<file path="src/rtl/pipe_perf_monitor_if.sv">
// Control, event and readout bundle between the CPU-side hazard logic and the
// pipeline performance monitor.
interface pipe_perf_monitor_if #(
  parameter int NUM_EVT = 4,
  parameter int CNT_W   = 32
) ();
  localparam int SEL_W = $clog2(NUM_EVT + 1);

  logic               start_i;
  logic               clr_i;
  logic               freeze_i;
  logic               snap_i;
  logic [NUM_EVT-1:0] evt_i;
  logic [SEL_W-1:0]   rd_sel_i;
  logic [CNT_W-1:0]   rd_data_o;
  logic [CNT_W-1:0]   cycle_o;
  logic               running_o;
  logic               done_o;
  logic [NUM_EVT:0]   ovf_o;

  modport master (
    output start_i, clr_i, freeze_i, snap_i, evt_i, rd_sel_i,
    input  rd_data_o, cycle_o, running_o, done_o, ovf_o
  );

  modport slave (
    input  start_i, clr_i, freeze_i, snap_i, evt_i, rd_sel_i,
    output rd_data_o, cycle_o, running_o, done_o, ovf_o
  );
endinterface

</file>
<file path="src/rtl/pipe_perf_monitor.sv">
// Pipeline performance monitor: free-running cycle counter plus NUM_EVT event
// counters, gated by start/freeze/limit, with snapshot shadows and a registered read port.
module pipe_perf_monitor #(
  parameter int NUM_EVT    = 4,
  parameter int CNT_W      = 32,
  parameter int SAT_MODE   = 0,
  parameter int MAX_CYCLES = 0
) (
  input  logic                 clk_i,
  input  logic                 rst_i,
  pipe_perf_monitor_if.slave   mon
);
  localparam int NCNT = NUM_EVT + 1;
  localparam logic [CNT_W-1:0] MAX_C = CNT_W'(MAX_CYCLES);

  typedef enum logic [1:0] {IDLE = 2'd0, RUN = 2'd1, DONE = 2'd2} state_t;

  state_t           state_q, state_d;
  logic [CNT_W-1:0] cnt_q    [NCNT];
  logic [CNT_W-1:0] shadow_q [NCNT];
  logic [CNT_W-1:0] nxt      [NCNT];
  logic [NUM_EVT:0] hit, wrap_hit, ovf_q;
  logic             count_en;
  logic [CNT_W-1:0] rd_mux, rd_data_p1;

  // Returns {overflow, next value}; the top bit flags an increment out of all-ones.
  function automatic logic [CNT_W:0] sat_inc(input logic [CNT_W-1:0] v, input logic en);
    logic [CNT_W-1:0] nv;
    logic             o;
    nv = v;
    o  = 1'b0;
    if (en) begin
      if (&v) begin
        o = 1'b1;
        if (SAT_MODE == 0) nv = '0;
      end else begin
        nv = v + 1'b1;
      end
    end
    return {o, nv};
  endfunction

  always_comb begin
    count_en = (state_q == RUN) && !mon.freeze_i && !mon.clr_i;
    hit      = {({NUM_EVT{count_en}} & mon.evt_i), count_en};
    wrap_hit = '0;
    for (int k = 0; k < NCNT; k++) begin
      {wrap_hit[k], nxt[k]} = sat_inc(cnt_q[k], hit[k]);
    end
  end

  always_comb begin
    state_d = state_q;
    if (mon.clr_i) begin
      state_d = IDLE;
    end else begin
      case (state_q)
        IDLE:    if (mon.start_i) state_d = RUN;
        RUN:     if ((MAX_CYCLES != 0) && count_en && (nxt[0] == MAX_C)) state_d = DONE;
        DONE:    state_d = DONE;
        default: state_d = IDLE;
      endcase
    end
  end

  // Readout mux sees shadows before this edge's snapshot; out-of-range index reads 0.
  always_comb begin
    rd_mux = '0;
    for (int k = 0; k < NCNT; k++) begin
      if (32'(mon.rd_sel_i) == k) rd_mux = shadow_q[k];
    end
  end

  // ---- stage p0: state, live counters and sticky overflow ----
  always_ff @(posedge clk_i or posedge rst_i) begin
    if (rst_i) state_q <= IDLE;
    else       state_q <= state_d;
  end

  always_ff @(posedge clk_i or posedge rst_i) begin
    if (rst_i) begin
      for (int k = 0; k < NCNT; k++) cnt_q[k] <= '0;
      ovf_q <= '0;
    end else if (mon.clr_i) begin
      for (int k = 0; k < NCNT; k++) cnt_q[k] <= '0;
      ovf_q <= '0;
    end else begin
      for (int k = 0; k < NCNT; k++) cnt_q[k] <= nxt[k];
      ovf_q <= ovf_q | wrap_hit;
    end
  end

  // Shadows capture pre-update values, so a snap coinciding with clr keeps the old counts.
  always_ff @(posedge clk_i or posedge rst_i) begin
    if (rst_i) begin
      for (int k = 0; k < NCNT; k++) shadow_q[k] <= '0;
    end else if (mon.snap_i) begin
      for (int k = 0; k < NCNT; k++) shadow_q[k] <= cnt_q[k];
    end
  end

  // ---- stage p1: registered read port ----
  always_ff @(posedge clk_i or posedge rst_i) begin
    if (rst_i) rd_data_p1 <= '0;
    else       rd_data_p1 <= rd_mux;
  end

  assign mon.rd_data_o = rd_data_p1;
  assign mon.cycle_o   = cnt_q[0];
  assign mon.running_o = (state_q == RUN);
  assign mon.done_o    = (state_q == DONE);
  assign mon.ovf_o     = ovf_q;
endmodule

</file>
<file path="src/flat_wrapper.sv">
// flat-port wrapper written by rule: the top's interface ports become plain ports
module pipe_perf_monitor_flat 
#(
  parameter int NUM_EVT    = 4,
  parameter int CNT_W      = 32,
  parameter int SAT_MODE   = 0,
  parameter int MAX_CYCLES = 0
)
  (clk_i, rst_i, mon_start_i, mon_clr_i, mon_freeze_i, mon_snap_i, mon_evt_i, mon_rd_sel_i, mon_rd_data_o, mon_cycle_o, mon_running_o, mon_done_o, mon_ovf_o);
  pipe_perf_monitor_if #(.NUM_EVT(NUM_EVT), .CNT_W(CNT_W)) mon_i ();
  input  logic clk_i;
  input  logic rst_i;
  input wire logic [$bits(mon_i.start_i)-1:0] mon_start_i;
  input wire logic [$bits(mon_i.clr_i)-1:0] mon_clr_i;
  input wire logic [$bits(mon_i.freeze_i)-1:0] mon_freeze_i;
  input wire logic [$bits(mon_i.snap_i)-1:0] mon_snap_i;
  input wire logic [$bits(mon_i.evt_i)-1:0] mon_evt_i;
  input wire logic [$bits(mon_i.rd_sel_i)-1:0] mon_rd_sel_i;
  output wire logic [$bits(mon_i.rd_data_o)-1:0] mon_rd_data_o;
  output wire logic [$bits(mon_i.cycle_o)-1:0] mon_cycle_o;
  output wire logic [$bits(mon_i.running_o)-1:0] mon_running_o;
  output wire logic [$bits(mon_i.done_o)-1:0] mon_done_o;
  output wire logic [$bits(mon_i.ovf_o)-1:0] mon_ovf_o;
  assign mon_i.start_i = mon_start_i;
  assign mon_i.clr_i = mon_clr_i;
  assign mon_i.freeze_i = mon_freeze_i;
  assign mon_i.snap_i = mon_snap_i;
  assign mon_i.evt_i = mon_evt_i;
  assign mon_i.rd_sel_i = mon_rd_sel_i;
  assign mon_rd_data_o = mon_i.rd_data_o;
  assign mon_cycle_o = mon_i.cycle_o;
  assign mon_running_o = mon_i.running_o;
  assign mon_done_o = mon_i.done_o;
  assign mon_ovf_o = mon_i.ovf_o;
  pipe_perf_monitor #(.NUM_EVT(NUM_EVT), .CNT_W(CNT_W), .SAT_MODE(SAT_MODE), .MAX_CYCLES(MAX_CYCLES)) u_core (.clk_i(clk_i), .rst_i(rst_i), .mon(mon_i));
endmodule
</file>
<file path="config.mk">
export PLATFORM = sky130hd
export DESIGN_NAME = pipe_perf_monitor_flat
export DESIGN_NICKNAME = d
export VERILOG_FILES = /design/src/rtl/pipe_perf_monitor_if.sv /design/src/rtl/pipe_perf_monitor.sv /design/src/flat_wrapper.sv
export SDC_FILE = /design/constraint.sdc
export NUM_CORES = 1
export LEC_CHECK = 0
export BUFFER_PORTS_ARGS = -buffer_cell sky130_fd_sc_hd__buf_2
export CORE_AREA = 5 5 170 172
export DETAILED_ROUTE_END_ITERATION = 12
export DIE_AREA = 0 0 175 177
export GPL_ROUTABILITY_DRIVEN = 0
export PLACE_DENSITY = 0.81
export SYNTH_ARGS = -nofsm -noshare
export SYNTH_HDL_FRONTEND = slang
export SYNTH_SLANG_ARGS = --single-unit
</file>
<file path="constraint.sdc">
create_clock -name clk_i -period 27 [get_ports clk_i]
set_input_delay 2.7 -clock clk_i [delete_from_list [all_inputs] [get_ports clk_i]]
set_output_delay 2.7 -clock clk_i [all_outputs]
set_load 0.03 [all_outputs]
</file>
==> flow_summary.yaml, run 1 <==
route:
  drc: 0
  drt_wl_total_um: 45540
  wl_per_cell_um: 22.42
  drt_iter0_markers: 1811
  drtPass1Iterations: 7
  num_vias: 13640
  ant_nets: 0
  viasPerCell: 6.717
clocking:
  clk_pin_slew_ns: 0.05
  clkSinkCount: 359
  cts_hold_buf: 0
  cts_resized: 0
  h-tree-depth: 2
  cts_tree: "done"
  cts_max_path_buffers: 3
  postCtsSetupBuffers: 0
  cts_buffers: 39
  clock_latency_ns: 0.54
  cts_root_buffer: "clkbuf_16"
synth:
  synth-seq-cells: 359
  dominantRegCellSynth: "dfrtp_1"
  yosys_warnings: 0
  synth.distinct_cells: 71
  seq_area_frac_synth_pct: 51.86
  syn-num-nets: 1650
  syn_inst: 1632
  async_reset_ff_share_pct: 100.0
  syn_area_mm2: 0.01732
  synth-edff-count: 0
  synth_area_per_cell_um2: 10.62
layout:
  layout_commonest_cell: "dfrtp_1"
  design_area_mm2: 0.01916
  drive_above_1_share_pct: 21.19
  nets: 1674
  area_growth_pct: 10.60
  mostFrequentLayoutCells: "dfrtp_1 (359), mux2_2 (161), nand2_1 (149)"
  num_antenna_cells: 0
setup_path:
  worstPathRequired_ns: 27.37
  path_depth: 7
  endpoint_kind: "register"
  rr_endpoint: "u_core.cnt_q[61]$_DFFE_PP0P_"
  criticalPathCategory: "in -> reg"
  cp_cell_sequence: "buf_2 -> nor4b_2 -> buf_4 -> and2_1 -> nand2_1 -> o21ai_1 -> nor2_1"
  startpoint_type: "input pin"
  crit_arrival_ns: 5.14
  crit_family: "simple AND/OR/NAND/NOR gates"
  ff2ff_setup_slack_ns: 23.84
  r2r_start: "u_core.cnt_q[32]$_DFFE_PP0P_"
  cp_max_fo: 28
  crit_buf_inv: 2
  cpPeakStageDelay_ns: 0.65
  ff2ff_path_depth: 6
  slowest_stage: "and2_1"
run_status:
  status: "completed"
job:
  maxCapViolCount: 0
timing:
  rsz0062_at_grt: "false"
  worst_pin_slew_ns: 1.226
  slew_violations: 0
  fin_worst_skew_ns: 0.02186
  relSlewSlack_pct: 17.96
  final_hold_viol_count: 0
  finalCriticalPeriod_ns: 4.765
  fin_setup_tns_ns: 0
  fmax_mhz: 209.9
  final.period_utilization_pct: 17.65
  finalSetupViolCount: 0
grt:
  antenna_found_initial: 2
  grt_overflow: 0
  grt_pass1_wl_um: 73060
  track_usage_pct: 29.40
  grt_max_degree: 184
  grt_pass1_vias: 12920
hold_path:
  hp-start: "u_core.shadow_q[136]$_DFFE_PP0P_"
  hp-class: "reg -> reg"
  min_path_cells: 1
  hold_end: "u_core.shadow_q[136]$_DFFE_PP0P_"
pwr:
  powerDensity_mw_per_mm2: 60.00
  peakVddDrop_uv: 48.96
  power.leakage_nw: 8.670
die:
  initial_core_util_pct: 63.40
  rows: 61
  dieArea_mm2: 0.03098
  die_h_um: 177
  die-width_um: 175
  ios: 84
  core_mm2: 0.02732
place:
  io_buffers: 83
  hpwl_um: 30430
  placed_cell_area_mm2: 0.01780
==> synth_stat cells (35+ instances only) <==
master	count	area share, %
a21oi_1	55	1.6
nor2_1	109	2.4
clkbuf_1	73	1.6
nand2_1	149	3.2
nand3_1	93	2.7
o21ai_0	50	1.4
xor2_1	35	1.8
dfrtp_1	359	52
nand4_1	77	2.8
mux2_2	161	10
a31oi_1	44	1.6
==> logic make-up (layout without fill, tap and decap cells) <==
logic type	Yosys count	in the layout	synth area share, %
simple gates	586	586	17.23
flops	359	359	51.86
compound gates	274	274	10.30
mux	200	200	13.30
buf+inv	151	204	4.073
xor+xnor	57	57	2.882
fa+ha+maj	5	5	0.3611
==> layout make-up <==
| class | count | area [µm²] |
|---|---|---|
| Fill cell | 1879 | 8163 |
| Multi-Input combinational cell | 1122 | 7680 |
| Tap cell | 346 | 432.9 |
| Clock inverter | 15 | 221.5 |
| Sequential cell | 359 | 8984 |
| Clock buffer | 55 | 1139 |
| Inverter | 32 | 127.6 |
| Timing Repair Buffer | 102 | 576.8 |
==> metrics by stage <==
step | cells | utilization [%] | hold WS [ns] | worst slack, ns | power, W
floorplan | 1632 | - | 0.4460 | 14.34 | 0.0005850
global placement | 1961 | 65.15 | 0.4703 | 21.90 | 0.0005973
detailed placement | 1961 | 65.15 | 0.4771 | 21.83 | 0.0005979
CTS | 2031 | 70.13 | 0.4932 | 22.34 | 0.001155
global route | 2031 | 70.13 | 0.5147 | 22.11 | 0.001184
finish | 2031 | 70.13 | 0.5050 | 22.24 | 0.001150
==> worst max-delay path by stage <==
stage	start	endpoint	slack (ns)
3_3_place_gp	mon_clr_i	u_core.cnt_q[117]$_DFFE_PP0P_	21.90
3_5_place_dp	mon_clr_i	u_core.cnt_q[114]$_DFFE_PP0P_	21.83
4_1_cts	mon_clr_i	u_core.cnt_q[114]$_DFFE_PP0P_	22.34
6_report	mon_clr_i	u_core.cnt_q[114]$_DFFE_PP0P_	22.24
5_1_grt	mon_clr_i	u_core.mon.cycle_o[9]$_DFFE_PP0P_	22.11
2_1_floorplan	rst_i	u_core.cnt_q[0]$_DFFE_PP0P_	14.34
==> power breakdown <==
group | switching, W | internal, W | leakage (nW)
clock network | 0.000218 | 0.000344 | 0.670
logic | 0.0000352 | 0.0000113 | 2.99
registers | 0.00000199 | 0.000540 | 5.01
total | 0.000255 | 0.000895 | 8.67
==> sequential cells by signal, indices dropped and copies added, names as in the netlist <==
register,count
u_core.mon.rd_data_o,32
u_core.mon.ovf_o,5
u_core.mon.cycle_o,32
u_core.cnt_q,128
u_core.state_q,2
u_core.shadow_q,160
==> layer usage <==
layer	global-route usage (%)	up-vias	part of all wire, %
li1	-	6009	-
met1	42.92	6784	41
met2	43.87	723	45
met3	6.088	122	9.7
met4	11.39	4	4.3
met5	0	-	0.046
Note: power is estimated with default switching activity, not from simulation.
==> run 2: changes to the inputs <==
--- a/config.mk
+++ b/config.mk
@@ -6,11 +6,11 @@
 export NUM_CORES = 1
 export LEC_CHECK = 0
 export BUFFER_PORTS_ARGS = -buffer_cell sky130_fd_sc_hd__buf_2
-export CORE_AREA = 5 5 170 172
+export CORE_AREA = 5 5 174 176
 export DETAILED_ROUTE_END_ITERATION = 12
-export DIE_AREA = 0 0 175 177
+export DIE_AREA = 0 0 179 181
 export GPL_ROUTABILITY_DRIVEN = 0
-export PLACE_DENSITY = 0.81
+export PLACE_DENSITY = 0.77
 export SYNTH_ARGS = -nofsm -noshare
 export SYNTH_HDL_FRONTEND = slang
 export SYNTH_SLANG_ARGS = --single-unit
==> constraint.sdc (replaced) <==
create_clock -name clk_i -period 4.84 [get_ports clk_i]
set_input_delay 0.484 -clock clk_i [delete_from_list [all_inputs] [get_ports clk_i]]
set_output_delay 0.484 -clock clk_i [all_outputs]
set_load 0.03 [all_outputs]
==> flow_summary.yaml, run 2 (synthesized netlist as in run 1, its figures left out) <==
die:
  core_mm2: 0.02847
  die_h_um: 181
  rows: 62
  dieArea_mm2: 0.03240
  ios: 84
  die-width_um: 179
  initial_core_util_pct: 60.85
timing:
  finalHoldWorstSlack_ns: 0.1016
  relSlewSlack_pct: 7.445
  finalSetupViolCount: 0
  worst_pin_slew_ns: 1.384
  final_hold_viol_count: 0
  finalCriticalPeriod_ns: 3.051
  fin_worst_skew_ns: 0.01947
  fin_setup_tns_ns: 0
  fmax_mhz: 327.7
  slew_violations: 0
  rsz0062_at_grt: "false"
  final.period_utilization_pct: 63.04
setup_path:
  cpPeakStageDelay_ns: 0.94
  worstPathRequired_ns: 5.20
  startpoint_type: "register"
  crit_arrival_ns: 3.41
  cp_max_fo: 19
  endpoint_kind: "register"
  slowest_stage: "nor4b_2"
  criticalPathCategory: "reg -> reg"
  worstSetupStartpoint: "u_core.state_q[1]$_DFFE_PP0P_"
  ff2ff_setup_slack_ns: 1.79
  r2r_start: "u_core.state_q[1]$_DFFE_PP0P_"
  cp_cell_sequence: "nor4b_2 -> and2_1 -> nand2_1 -> o21ai_1 -> nor2_1"
  ff2ff_path_depth: 5
  rr_endpoint: "u_core.cnt_q[117]$_DFFE_PP0P_"
clocking:
  clock_latency_ns: 0.52
  cts_hold_buf: 0
  postCtsSetupBuffers: 0
  cts_max_path_buffers: 3
  h-tree-depth: 2
  clk_pin_slew_ns: 0.07
  cts_tree: "done"
  cts_root_buffer: "clkbuf_16"
  cts_resized: 0
  clkSinkCount: 359
  cts_buffers: 38
layout:
  area_growth_pct: 10.13
  largest-register: "u_core.shadow_q"
  largest_registers: "u_core.shadow_q x160, u_core.cnt_q x128"
  post-route-util_pct: 67.01
  mostFrequentLayoutCells: "dfrtp_1 (359), mux2_2 (161), nand2_1 (149)"
  nets: 1673
  layout_commonest_cell: "dfrtp_1"
  drive_above_1_share_pct: 20.95
  fillerInstances: 2097
  design_area_mm2: 0.01908
  num_antenna_cells: 0
  largest_register_ffs: 160
grt:
  track_usage_pct: 27.65
  grt-busiest-layer: "met1"
  grt_pass1_vias: 12660
  grt_use_met2_pct: 41.39
  grt_overflow: 0
  grt_max_degree: 141
  grt_use_met3_pct: 4.181
  grtUsageMet1_pct: 42.43
  grt_pass1_wl_um: 71650
  antenna_found_initial: 1
pwr:
  peakVddDrop_uv: 236.1
  powerDensity_mw_per_mm2: 322.4
  p_total_w: 0.006150
  power.leakage_nw: 8.586
job:
  maxCapViolCount: 0
route:
  viasPerCell: 6.487
  drt_iter0_markers: 1683
  wl_per_cell_um: 21.74
  drtPass1Iterations: 5
  num_vias: 13390
  ant_nets: 0
  drc: 0
  drt_wl_total_um: 44870
hold_path:
  hp-class: "in -> async"
run_status:
  status: "completed"
place:
  io_buffers: 83
  hpwl_um: 30850
  placed_cell_area_mm2: 0.01786
## run 2: cell types whose count changed in the layout (fill, tap and decap cells not counted), sizes merged
cell / before / now
clkinvlp: 1 / 5
bufinv: 5 / 2
clkinv: 7 / 4
inv: 34 / 32
clkbuf: 55 / 54
## run 2: cell type report
class,instances,area [µm²],share of cell area (%)
Clock inverter,11,118.9,0.6230
Timing Repair Buffer,102,589.3,3.089
Multi-Input combinational cell,1122,7680,40.25
Tap cell,384,480.5,2.518
Inverter,32,123.9,0.6493
Clock buffer,54,1102,5.778
Sequential cell,359,8984,47.09
## run 2: how the worst max path moves through the flow
stage               slack [ns]                            end
floorplan                -0.46    u_core.cnt_q[0]$_DFFE_PP0P_
finish                    1.79  u_core.cnt_q[117]$_DFFE_PP0P_
global route              1.62  u_core.cnt_q[122]$_DFFE_PP0P_
detailed placement        1.55  u_core.cnt_q[117]$_DFFE_PP0P_
CTS                       1.87  u_core.cnt_q[117]$_DFFE_PP0P_
global placement          1.63  u_core.cnt_q[109]$_DFFE_PP0P_
## run 2: worst max-delay path, delay by kind of cell (launching register included)
family,cells,cell delay (ns)
simple gates,4,1.85
compound gates,1,0.61
flops,1,0.44
## run 2: metrics by stage
stage / cells / setup WS (ns)
final: 2064 / 1.789
after global routing: 2064 / 1.625
after CTS: 2064 / 1.870
after detailed placement: 1999 / 1.548
after global placement: 1999 / 1.631
after floorplan: 1632 / -0.4563
## run 2: per-layer routing
metal | vias to the layer above | routed length, µm | share of wire, %
met5 | - | 14 | 0.031
met4 | 2 | 1169 | 2.6
met3 | 78 | 3413 | 7.6
met2 | 623 | 20620 | 46
met1 | 6657 | 19650 | 44
li1 | 6030 | - | -
## run 2: power by group
group	leakage [nW]	internal (W)	switching, W
logic	2.98	0.0000646	0.000198
registers	5.01	0.00301	0.0000112
clock network	0.589	0.00169	0.00117
==> run 3: changes to the inputs <==
==> constraint.sdc (replaced) <==
create_clock -name clk_i -period 3.05 [get_ports clk_i]
set_input_delay 0.305 -clock clk_i [delete_from_list [all_inputs] [get_ports clk_i]]
set_output_delay 0.305 -clock clk_i [all_outputs]
set_load 0.03 [all_outputs]
==> flow_summary.yaml, run 3 (synthesized netlist as in run 1, its figures left out) <==
run_status:
  status: "completed"
pwr:
  clockPowerShare_pct: 47.3
  p_int_w: 0.007666
  switchingPower_w: 0.002277
  powerDensity_mw_per_mm2: 513.5
  peakVddDrop_uv: 475.6
  combPwrFrac_pct: 4.5
  power.leakage_nw: 8.753
  sw_frac_of_total_pct: 22.90
  p_seq_share_pct: 48.2
  p_total_w: 0.009943
grt:
  grt_max_degree: 122
  grt_overflow: 0
  track_usage_pct: 29.08
  grt_pass1_vias: 12870
  grt_pass1_wl_um: 74870
  antenna_found_initial: 2
timing:
  fmax_mhz: 389.6
  worst_pin_slew_ns: 1.205
  rsz0062_at_grt: "false"
  finalSetupViolCount: 0
  final.period_utilization_pct: 84.16
  finalCriticalPeriod_ns: 2.567
  relSlewSlack_pct: 19.34
  fin_worst_skew_ns: 0.01755
  final_hold_viol_count: 0
  slew_violations: 0
layout:
  drive_above_1_share_pct: 22.04
  fillerInstances: 2090
  largest_register_ffs: 160
  instances_no_fill: 2090
  largest-register: "u_core.shadow_q"
  seqCellArea_mm2: 0.008984
  area_growth_pct: 11.77
  post-route-util_pct: 68.01
  num_antenna_cells: 0
  mostFrequentLayoutCells: "dfrtp_1 (359), mux2_2 (161), nand2_1 (149)"
  multi_input_area_mm2: 0.007680
  nets: 1697
  layout_commonest_cell: "dfrtp_1"
  largest_registers: "u_core.shadow_q x160, u_core.cnt_q x128"
clocking:
  h-tree-depth: 2
  cts_max_path_buffers: 3
  cts_buffers: 39
  cts_root_buffer: "clkbuf_16"
  cts_tree: "done"
  clk_pin_slew_ns: 0.06
  clock_latency_ns: 0.54
  cts_resized: 0
  cts_hold_buf: 1
  clkSinkCount: 359
  postCtsSetupBuffers: 0
route:
  drt_iter0_markers: 1579
  num_vias: 13710
  ant_nets: 0
  viasPerCell: 6.561
  drt_wl_total_um: 46910
  wl_per_cell_um: 22.45
  drtPass1Iterations: 5
  drc: 0
hold_path:
  hold_end: "u_core.state_q[0]$_DFFE_PP0P_"
  hp-start: "mon_start_i"
  min_path_cells: 3
  hp-class: "in -> reg"
setup_path:
  cp_cell_sequence: "ha_1 -> nand4_1 -> nor4_1 -> buf_4 -> a31oi_2 -> buf_4 -> a21oi_1 -> mux2i_1"
  crit_arrival_ns: 3.02
  crit_buf_inv: 2
  worstSetupStartpoint: "u_core.mon.cycle_o[0]$_DFFE_PP0P_"
  startpoint_type: "register"
  slowest_stage: "a31oi_2"
  criticalPathCategory: "reg -> reg"
  crit_family: "compound AO/OA/AOI/OAI gates"
  endpoint_kind: "register"
  r2r_start: "u_core.mon.cycle_o[0]$_DFFE_PP0P_"
  ff2ff_setup_slack_ns: 0.48
  cp_common_cell: "buf_4"
  cpPeakStageDelay_ns: 0.80
  worstPathRequired_ns: 3.50
  rr_endpoint: "u_core.mon.cycle_o[27]$_DFFE_PP0P_"
  cp_max_fo: 22
  ff2ff_path_depth: 8
place:
  hpwl_um: 32170
  dpl.cell_count: 2021
  io_buffers: 83
die:
  die-width_um: 179
  dieArea_mm2: 0.03240
  initial_core_util_pct: 60.85
  rows: 62
  die_h_um: 181
  core_mm2: 0.02847
  ios: 84
job:
  maxCapViolCount: 0
[run 3: cell count changes in the layout (fill, tap and decap cells not counted), moves of 2 or more]
cell / before / now
clkinv_4: 0 / 2
buf_12: 2 / 7
buf_4: 17 / 34
clkinv_2: 4 / 6
clkbuf_8: 7 / 4
clkinvlp_4: 5 / 3
[run 3: cell type report]
type | instances | area share (%)
multi-input combinational | 1122 | 39.66
clock buffer | 53 | 5.628
tap | 384 | 2.481
inverter | 32 | 0.6397
sequential | 359 | 46.40
timing repair buffer | 125 | 4.271
clock inverter | 15 | 0.9176
[run 3: per-layer routing]
metal  part of all wire [%]  wire length [µm]  up-vias  GRT usage [%]
li1                       -                 -     6074              -
met1                     42             19890     6844          44.44
met2                     46             21690      704          43.29
met3                    8.5              3987       89          4.787
met4                    2.8              1334        2          8.075
met5                  0.015                 7        -              0
[run 3: power groups by stage]
stage                     Combinational, W  Sequential, W  Clock (W)
final                             0.000447        0.00480    0.00470
after floorplan                   0.000299        0.00488          0
after global routing              0.000488        0.00479    0.00495
after global placement            0.000439        0.00488          0
after CTS                         0.000448        0.00480    0.00476
after detailed placement          0.000444        0.00488          0
[run 3: worst reg2reg max path, stage by stage, from the launching register on]
cell and delay [ns]:
dfrtp_1 0.43, ha_1 0.27, nand4_1 0.11, nor4_1 0.06, buf_4 0.17, a31oi_2 0.80, buf_4 0.34, a21oi_1 0.10
mux2i_1 0.21
[run 3: per-stage QoR]
step	setup slack, ns	instance area (µm²)	hold WS, ns	TNS [ns]
2_1_floorplan	-2.067	17330	0.4122	-742.16
3_3_place_gp	0.6152	18080	0.3248	0
3_5_place_dp	0.5295	18080	0.3259	0
4_1_cts	0.5192	19360	0.03382	0
5_1_grt	0.2672	19360	0.04021	0
6_report	0.4832	19360	0.05041	0
[run 3: how the worst max path moves through the flow]
stage                                                     to  cells after the start
after global placement    u_core.mon.cycle_o[30]$_DFFE_PP0P_                      8
after detailed placement  u_core.mon.cycle_o[27]$_DFFE_PP0P_                      8
after global routing      u_core.mon.cycle_o[31]$_DFFE_PP0P_                      8
after floorplan                  u_core.cnt_q[0]$_DFFE_PP0P_                      1
after CTS                 u_core.mon.cycle_o[27]$_DFFE_PP0P_                      8
final                     u_core.mon.cycle_o[27]$_DFFE_PP0P_                      8
